`src/rtl/sc_plateau_trigger.sv`:
```
// Schmidl & Cox plateau trigger: divider-free |P|^2 >= thr*R^2 test,
// plateau length qualifier, holdoff/re-arm, one CFO-tagged trigger per plateau.
// Ports: clk, reset_n (async low), clear (sync flush), set_stb/addr/data
// settings bus, i_t* AXIS in {p2,r2,phase}, o_t* AXIS out {trig,cfo},
// trig_count (wrapping trigger counter).
module sc_plateau_trigger #(
  parameter int BASE        = 0,
  parameter int MAG_W       = 64,
  parameter int PHASE_W     = 16,
  parameter int TFRAC       = 14,
  parameter int THR_DEFAULT = 15563
) (
  input  logic                       clk,
  input  logic                       reset_n,
  input  logic                       clear,
  input  logic                       set_stb,
  input  logic [7:0]                 set_addr,
  input  logic [31:0]                set_data,
  input  logic [2*MAG_W+PHASE_W-1:0] i_tdata,
  input  logic                       i_tlast,
  input  logic                       i_tvalid,
  output logic                       i_tready,
  output logic [PHASE_W:0]           o_tdata,
  output logic                       o_tlast,
  output logic                       o_tvalid,
  input  logic                       o_tready,
  output logic [31:0]                trig_count
);
  localparam int CW = MAG_W + TFRAC;
  localparam logic [7:0] A_THR = 8'(BASE);
  localparam logic [7:0] A_LEN = 8'(BASE + 1);
  localparam logic [7:0] A_CFG = 8'(BASE + 2);

  typedef enum logic [1:0] {
    ST_IDLE,
    ST_PLAT,
    ST_HOLD,
    ST_REARM
  } state_t;

  logic [TFRAC-1:0]   r_thr;
  logic [15:0]        r_min_len;
  logic [15:0]        r_holdoff;
  logic               r_enable;
  logic [3:0]         r_shift;

  logic               r_s1_vld;
  logic [CW-1:0]      r_s1_lhs;
  logic [CW-1:0]      r_s1_rhs;
  logic               r_s1_r2nz;
  logic [PHASE_W-1:0] r_s1_phase;
  logic               r_s1_last;

  state_t             r_state;
  logic [15:0]        r_cnt;
  logic [15:0]        r_hcnt;
  logic               r_ovld;
  logic               r_olast;
  logic               r_trig;
  logic [PHASE_W-1:0] r_cfo;
  logic [31:0]        r_tcnt;

  logic [MAG_W-1:0]   w_p2;
  logic [MAG_W-1:0]   w_r2;
  logic [PHASE_W-1:0] w_phase;
  logic               w_adv;
  logic               w_s2_fire;
  logic               w_above;
  logic [15:0]        w_min_eff;
  logic [PHASE_W-1:0] w_cfo;
  state_t             w_state_nxt;
  logic [15:0]        w_cnt_nxt;
  logic [15:0]        w_hcnt_nxt;
  logic               w_trig;

  assign w_p2    = i_tdata[2*MAG_W+PHASE_W-1 -: MAG_W];
  assign w_r2    = i_tdata[MAG_W+PHASE_W-1 -: MAG_W];
  assign w_phase = i_tdata[PHASE_W-1:0];

  // Whole pipeline moves in lockstep with the output register.
  assign w_adv     = !r_ovld || o_tready;
  assign i_tready  = w_adv;
  assign w_s2_fire = r_s1_vld && w_adv;

  assign o_tvalid   = r_ovld;
  assign o_tlast    = r_olast;
  assign o_tdata    = {r_trig, r_cfo};
  assign trig_count = r_tcnt;

  always_ff @(posedge clk or negedge reset_n) begin
    if (!reset_n) begin
      r_thr     <= TFRAC'(THR_DEFAULT);
      r_min_len <= 16'd16;
      r_holdoff <= 16'd64;
      r_enable  <= 1'b1;
      r_shift   <= 4'd4;
    end else if (set_stb) begin
      unique case (1'b1)
        set_addr == A_THR: r_thr <= set_data[TFRAC-1:0];
        set_addr == A_LEN: begin
          r_min_len <= set_data[15:0];
          r_holdoff <= set_data[31:16];
        end
        set_addr == A_CFG: begin
          r_enable <= set_data[0];
          r_shift  <= set_data[4:1];
        end
        default: ;
      endcase
    end
  end

  always_ff @(posedge clk or negedge reset_n) begin
    if (!reset_n) begin
      r_s1_vld   <= 1'b0;
      r_s1_lhs   <= '0;
      r_s1_rhs   <= '0;
      r_s1_r2nz  <= 1'b0;
      r_s1_phase <= '0;
      r_s1_last  <= 1'b0;
    end else if (clear) begin
      r_s1_vld <= 1'b0;
    end else if (w_adv) begin
      r_s1_vld <= i_tvalid;
      if (i_tvalid) begin
        r_s1_lhs   <= {w_p2, {TFRAC{1'b0}}};
        r_s1_rhs   <= CW'(w_r2) * CW'(r_thr);
        r_s1_r2nz  <= |w_r2;
        r_s1_phase <= w_phase;
        r_s1_last  <= i_tlast;
      end
    end
  end

  assign w_above   = r_enable && r_s1_r2nz && (r_s1_lhs >= r_s1_rhs);
  assign w_min_eff = (r_min_len == 16'd0) ? 16'd1 : r_min_len;
  assign w_cfo     = $signed(r_s1_phase) >>> r_shift;

  always_comb begin
    w_state_nxt = r_state;
    w_cnt_nxt   = r_cnt;
    w_hcnt_nxt  = r_hcnt;
    w_trig      = 1'b0;
    if (!r_enable) begin
      w_state_nxt = ST_IDLE;
    end else begin
      unique case (r_state)
        ST_IDLE: begin
          if (w_above) begin
            if (w_min_eff == 16'd1) begin
              w_trig      = 1'b1;
              w_hcnt_nxt  = r_holdoff;
              w_state_nxt = ST_HOLD;
            end else begin
              w_cnt_nxt   = 16'd1;
              w_state_nxt = ST_PLAT;
            end
          end
        end
        ST_PLAT: begin
          if (!w_above) begin
            w_state_nxt = ST_IDLE;
          end else if ({1'b0, r_cnt} + 17'd1 == {1'b0, w_min_eff}) begin
            w_trig      = 1'b1;
            w_hcnt_nxt  = r_holdoff;
            w_state_nxt = ST_HOLD;
          end else begin
            w_cnt_nxt = r_cnt + 16'd1;
          end
        end
        ST_HOLD: begin
          if (r_hcnt == 16'd0) w_state_nxt = ST_REARM;
          else w_hcnt_nxt = r_hcnt - 16'd1;
        end
        ST_REARM: begin
          // Wait for the plateau to end so it cannot retrigger.
          if (!w_above) w_state_nxt = ST_IDLE;
        end
      endcase
    end
  end

  always_ff @(posedge clk or negedge reset_n) begin
    if (!reset_n) begin
      r_state <= ST_IDLE;
      r_cnt   <= '0;
      r_hcnt  <= '0;
      r_ovld  <= 1'b0;
      r_olast <= 1'b0;
      r_trig  <= 1'b0;
      r_cfo   <= '0;
      r_tcnt  <= '0;
    end else if (clear) begin
      r_state <= ST_IDLE;
      r_cnt   <= '0;
      r_hcnt  <= '0;
      r_ovld  <= 1'b0;
      r_olast <= 1'b0;
      r_trig  <= 1'b0;
      r_cfo   <= '0;
      r_tcnt  <= '0;
    end else begin
      if (w_adv) r_ovld <= r_s1_vld;
      if (w_s2_fire) begin
        r_state <= w_state_nxt;
        r_cnt   <= w_cnt_nxt;
        r_hcnt  <= w_hcnt_nxt;
        r_olast <= r_s1_last;
        r_trig  <= w_trig;
        if (w_trig) begin
          r_cfo  <= w_cfo;
          r_tcnt <= r_tcnt + 32'd1;
        end
      end
    end
  end

endmodule

```
`config.mk`:
```
export PLATFORM = sky130hd
export DESIGN_NAME = sc_plateau_trigger
export DESIGN_NICKNAME = d
export VERILOG_FILES = /design/src/rtl/sc_plateau_trigger.sv
export SDC_FILE = /design/constraint.sdc
export NUM_CORES = 2
export LEC_CHECK = 0
export ABC_AREA = 1
export CORE_UTILIZATION = 50
export CTS_CLUSTER_SIZE = 28
export DETAILED_ROUTE_END_ITERATION = 6
export GPL_ROUTABILITY_DRIVEN = 0
export MAX_ROUTING_LAYER = met4
export PLACE_DENSITY = 0.78
export SLEW_MARGIN = 20
export SYNTH_ARGS = -nofsm -noshare
export SYNTH_HDL_FRONTEND = slang
export SYNTH_SLANG_ARGS = --single-unit
```
`constraint.sdc`:
```
create_clock -name clk -period 9.5 [get_ports clk]
set_input_delay 1.425 -clock clk [delete_from_list [all_inputs] [get_ports clk]]
set_output_delay 1.425 -clock clk [all_outputs]
set_load 0.02 [all_outputs]
```
==> After elaboration in Yosys (flattened, before gate mapping) <==
Cells that the tools add are included.
W data, S select, Z words.
{ "totals": {"register_bits": 297, "latchBits": 0, "mem_bits_rw": 0, "romBits": 0, "in_bits": 191, "memories": 0} }
{ "classes": {"add_sub_neg": 4, "mul": 1, "div": 0, "order_cmp": 1, "eq_ne": 18, "shift": 1, "mux": 48, "bitwise": 1, "n_reduce_logical": 24} }
{ "op_table": {"columns": ["op", "n"], "rows": [
  ["$mux W16", 19],
  ["$mux W32", 3],
  ["$ge A78 B78 Y1", 1],
  ["$mul A64 B14 Y78", 1],
  ["$reduce_or A64 Y1", 1],
  ["$pmux W16 S3", 1],
  ["$add A32 B1 Y32 const B", 1],
  ["$logic_not A16 Y1", 2],
  ["$pmux W16 S2", 1],
  ["$ne A3 B3 Y1 const B", 7],
  ["$mux W2", 9],
  ["$add A16 B1 Y17 const B", 1],
  ["$eq A17 B16 Y1", 1],
  ["$add A16 B1 Y16 const B", 1],
  ["$eq A16 B1 Y1 const B", 1],
  ["$sshr A16 B4 Y16", 1],
  ["$sub A16 B1 Y16 const B", 1],
  ["$mux W1", 13],
  ["$ne A4 B4 Y1 const B", 3],
  ["$eq A8 B1 Y1 const B", 1],
  ["$eq A8 B2 Y1 const B", 1],
  ["$logic_not A8 Y1", 1],
  ["$pmux W2 S4", 1],
  ["$reduce_and A2 Y1", 4],
  ["other kinds (16)", 22]
]} }

==> Depth between registers and ports, before layout <==
{ "logic_depth": {"depth_word": 10, "depth_mapped": 32, "ltp_nobuf": 30} }

==> Least setup slack after synthesis <==
No wires, ideal clock.
{ "synth_timing": {"path_type": "input -> register", "from": "input port i_tdata[24]", "to": "register r_s1_rhs[56]", "setup_ns": 0.130, "arrival_ns": 6.456, "setup_slack_ns": 2.915, "stages": 23, "cell_sequence": "clkbuf_1 > nand2_1 > fa_1 > fa_1 > inv_1 > fa_1 > fa_1 > fa_1 > inv_1 > fa_1 > inv_1 > ha_1 > a21oi_1 > o21ai_0 > a21oi_1 > o21ai_0 > nand3_1 > nand3_1 > nand2_1 > nand2_1 > or2_2 > nand3_1 > o21ai_0"} }
{ "synth_via": {"elab_chain_cells": 1} }
{ "synth_lines": {"columns": ["element", "line_no", "text"], "rows": [
  ["start, declared", "19", "input logic [2*MAG_W+PHASE_W-1:0] i_tdata,"],
  ["$mul A64 B14 Y78", "127", "r_s1_rhs <= CW'(w_r2) * CW'(r_thr);"],
  ["end signal, assigned", "127", null],
  ["end, declared", "49", "logic [CW-1:0] r_s1_rhs;"]
]} }
No other way between the ends.
A chain may end at the register's enable or synchronous reset.

==> Worst setup path in the final report <==
{ "layout_timing": {"from": "input port i_tdata[35]", "to": "register r_s1_rhs[55]"} }
Same word-level chain as after synthesis.

==> results.toml <==
[outcome]
status = "complete, no violations"

[placement]
hpwlAfterDp_um = 104500
port-buffer-count = 242
dpl-instance-area_um2 = 48580
place_ws_ps = 1078

[floorplanning]
fp.dieW_um = 303.2
placementRows = 110
die-area_um2 = 91920
start_util_pct = 50.47
coreArea_um2 = 89870
ios = 243
fp.dieH_um = 303.2

[cells_and_area]
layout-drive-gt1-share_pct = 2.970
final_util_pct = 55.40
finalNetCount = 7283
final_area_um2 = 49790
syn_to_final_growth_pct = 9.765
multi_input_area_um2 = 31700
seq_area_um2 = 7470
num-fill-cells = 8187

[detailed_routing]
vias = 40126
wl_per_cell_um = 18.29
drt.antenna.violating_nets = 0
drc_errors = 0
avgViaCountPerCell = 5.459
wl_um = 134400
drt-initial-drc-count = 3584
first_pass_iters = 7

[pwr]
p_leak_nw = 26.79
power_density_nw_per_um2 = 108.3
ir_worst_vdd_v = 0.0001075

[synth]
ys_warn_count = 0
synth-seq-cells = 297
synth_fp_nets = 7218
synth_ff_type = "dfrtp_1"
ys_seq_area_share_pct = 16.42
synth_cell_types = 55
syn_inst = 6073
yosys.area.top_type_share_pct = 32.71
synth_area_leaders = "fa_1 33%, dfrtp_1 16%, nand2_1 15%, inv_1 11%, ha_1 5.9%"
mappedNetlistArea_um2 = 45360
synth-edff-count = 0
ys_async_sr_fraction_pct = 100.0
avgSynthCellArea_um2 = 7.469
yosysTopAreaCell = "fa_1"

[setup_path]
cp_max_fo = 15
required_ps = 9890
endpoint_kind = "flop"
worstSetupPathType = "input port to flop"
worstPathArrival_ps = 8540
start_kind = "input port"

[timing]
clock_skew_ps = 20.73
period_share_pct = 85.75
fmax_mhz = 122.8
hold_viol = 0
setup_slack_ps = 1354
min_period_ps = 8146
rsz0062_at_grt = "no"
maxSlewViolCount = 0
setup_tns_ps = 0
setup_viol = 0
tightest_slew_ps = 1129
hold_ws_ps = 481.6
relSlewSlack_pct = 24.71

[global_routing]
grt_pass1_vias = 41275
grt-ovfl-total = 0
antenna_found_initial = 15
grt_pass1_wl_um = 216900
grt_max_degree = 98
grtUsageTotal_pct = 30.95

[hold_path]
hold_class = "flop to flop"

[cts]
post_cts_buffers = 0
clock_latency_ps = 540
cts_resized = 0
cts_tree = "done"
cts_root_buf = "clkbuf_16"
h-tree-depth = 2
cts.clk_slew.worst_paths_ps = 60
postCtsHoldBufs = 0
cts.sinks = 297
clk_path_buf_depth = 3
numCtsBuffers = 34

[run]
drv_cap = 0
-- power breakdown --
part	leakage, nW	internal, mW	switching (mW)
sequential	3.89	1.44	0.153
combinational	22.3	0.898	1.53
clock	0.569	0.797	0.568
-- layout by cell type, fill, tap and decap left out, drive strengths merged, types with 18 or more instances in the layout --
cell type	synthesis	layout
xor2	38	38
buf	58	36
nand3	223	223
o21a	18	18
o21ai	293	293
clkbuf	190	43
dfrtp	284	284
clkdlybuf4s50	0	241
nor4	33	33
nor2	324	324
ha	213	213
nand4	55	55
xnor2	37	37
or2	18	18
a21oi	191	191
nand2	1811	1811
nor3	46	46
inv	1391	1394
mux2	18	18
fa	741	741
-- layout make-up --
class / count / area share (%)
multi-input cells: 4134 / 63.67
flip-flops and latches: 297 / 15.00
inverters: 1394 / 10.51
repair buffers: 277 / 5.476
well taps: 1176 / 2.955
clock buffers: 43 / 1.897
clock inverters: 17 / 0.4147
diodes: 13 / 0.06534
-- metrics by stage --
step                total power [mW]  cells
floorplan                      3.154   6073
global placement               3.925   7277
detailed placement             3.984   7277
CTS                            5.377   7337
global route                   5.780   7351
finish                         5.391   7351
-- sequential cells by signal, indices dropped and copies added, names as in the netlist, 2 cells and up --
name        cells
r_s1_rhs       78
r_s1_lhs       64
trig_count     32
r_cfo          16
r_cnt          16
r_hcnt         16
r_holdoff      16
r_min_len      16
r_s1_phase     16
r_thr          14
r_shift         4
r_state         2
-- cell usage after synthesis, types with 5 or more instances --
library cell / count
nand4_1: 55
nand3_1: 220
nand3b_1: 10
xnor2_1: 37
a21boi_0: 7
o21ai_1: 21
o22ai_1: 5
or2_2: 18
a31oi_1: 12
o21ai_0: 272
nor3_1: 44
inv_1: 1389
mux2i_1: 10
nor4_1: 33
o21a_1: 18
nand2_1: 1801
mux2_2: 18
fa_1: 741
buf_2: 8
nand2_2: 6
buf_1: 41
a21o_1: 6
o211ai_1: 6
ha_1: 213
xor2_1: 38
dfstp_2: 13
a21oi_1: 189
clkbuf_1: 190
nor2_4: 5
nor2_1: 315
dfrtp_1: 284
-- final timing paths --
path	start	to	slack, ps	cells after the start
max	i_tdata[35]	r_s1_rhs[55]	1350	25
min	r_s1_rhs[3]	r_s1_rhs[3]	480	2
max reg2reg	r_thr[3]	r_s1_rhs[41]	1810	25
min reg2reg	r_s1_rhs[3]	r_s1_rhs[3]	480	2
max in group asynchronous	reset_n	r_s1_last	7080	2
min in group asynchronous	reset_n	r_min_len[12]	880	1
-- logic make-up after synthesis --
family | synth area share (%)
AOI/OAI and AO/OA | 6.458
buffers and inverters | 13.73
adders and majority gates | 38.58
muxes | 0.6676
DFF | 16.42
and+or+nand+nor | 22.69
xor gates and xnor gates | 1.448
-- worst max-delay path, stage by stage --
cell and delay [ps]:
clkdlybuf4s50_1 1160, nand2_1 240, fa_1 600, inv_1 60, fa_1 440, fa_1 550
fa_1 440, fa_1 530, inv_1 70, fa_1 530, inv_1 60, ha_1 440
nand2_1 130, nor2_1 170, inv_1 90, nor2_1 100, inv_1 60, nor2_1 120
inv_1 80, o21ai_0 540, nand2_1 180, nand2_1 100, nand2_1 50, nand3_1 240
o21ai_0 140
-- per-layer routing --
layer | routed length, µm | global-route usage [%]
met5 | 0 | -
met3 | 12890 | 5.526
met4 | 8960 | 18.19
met2 | 62840 | 49.23
met1 | 49740 | 36.88
Note: power is estimated with default switching activity, not from simulation.
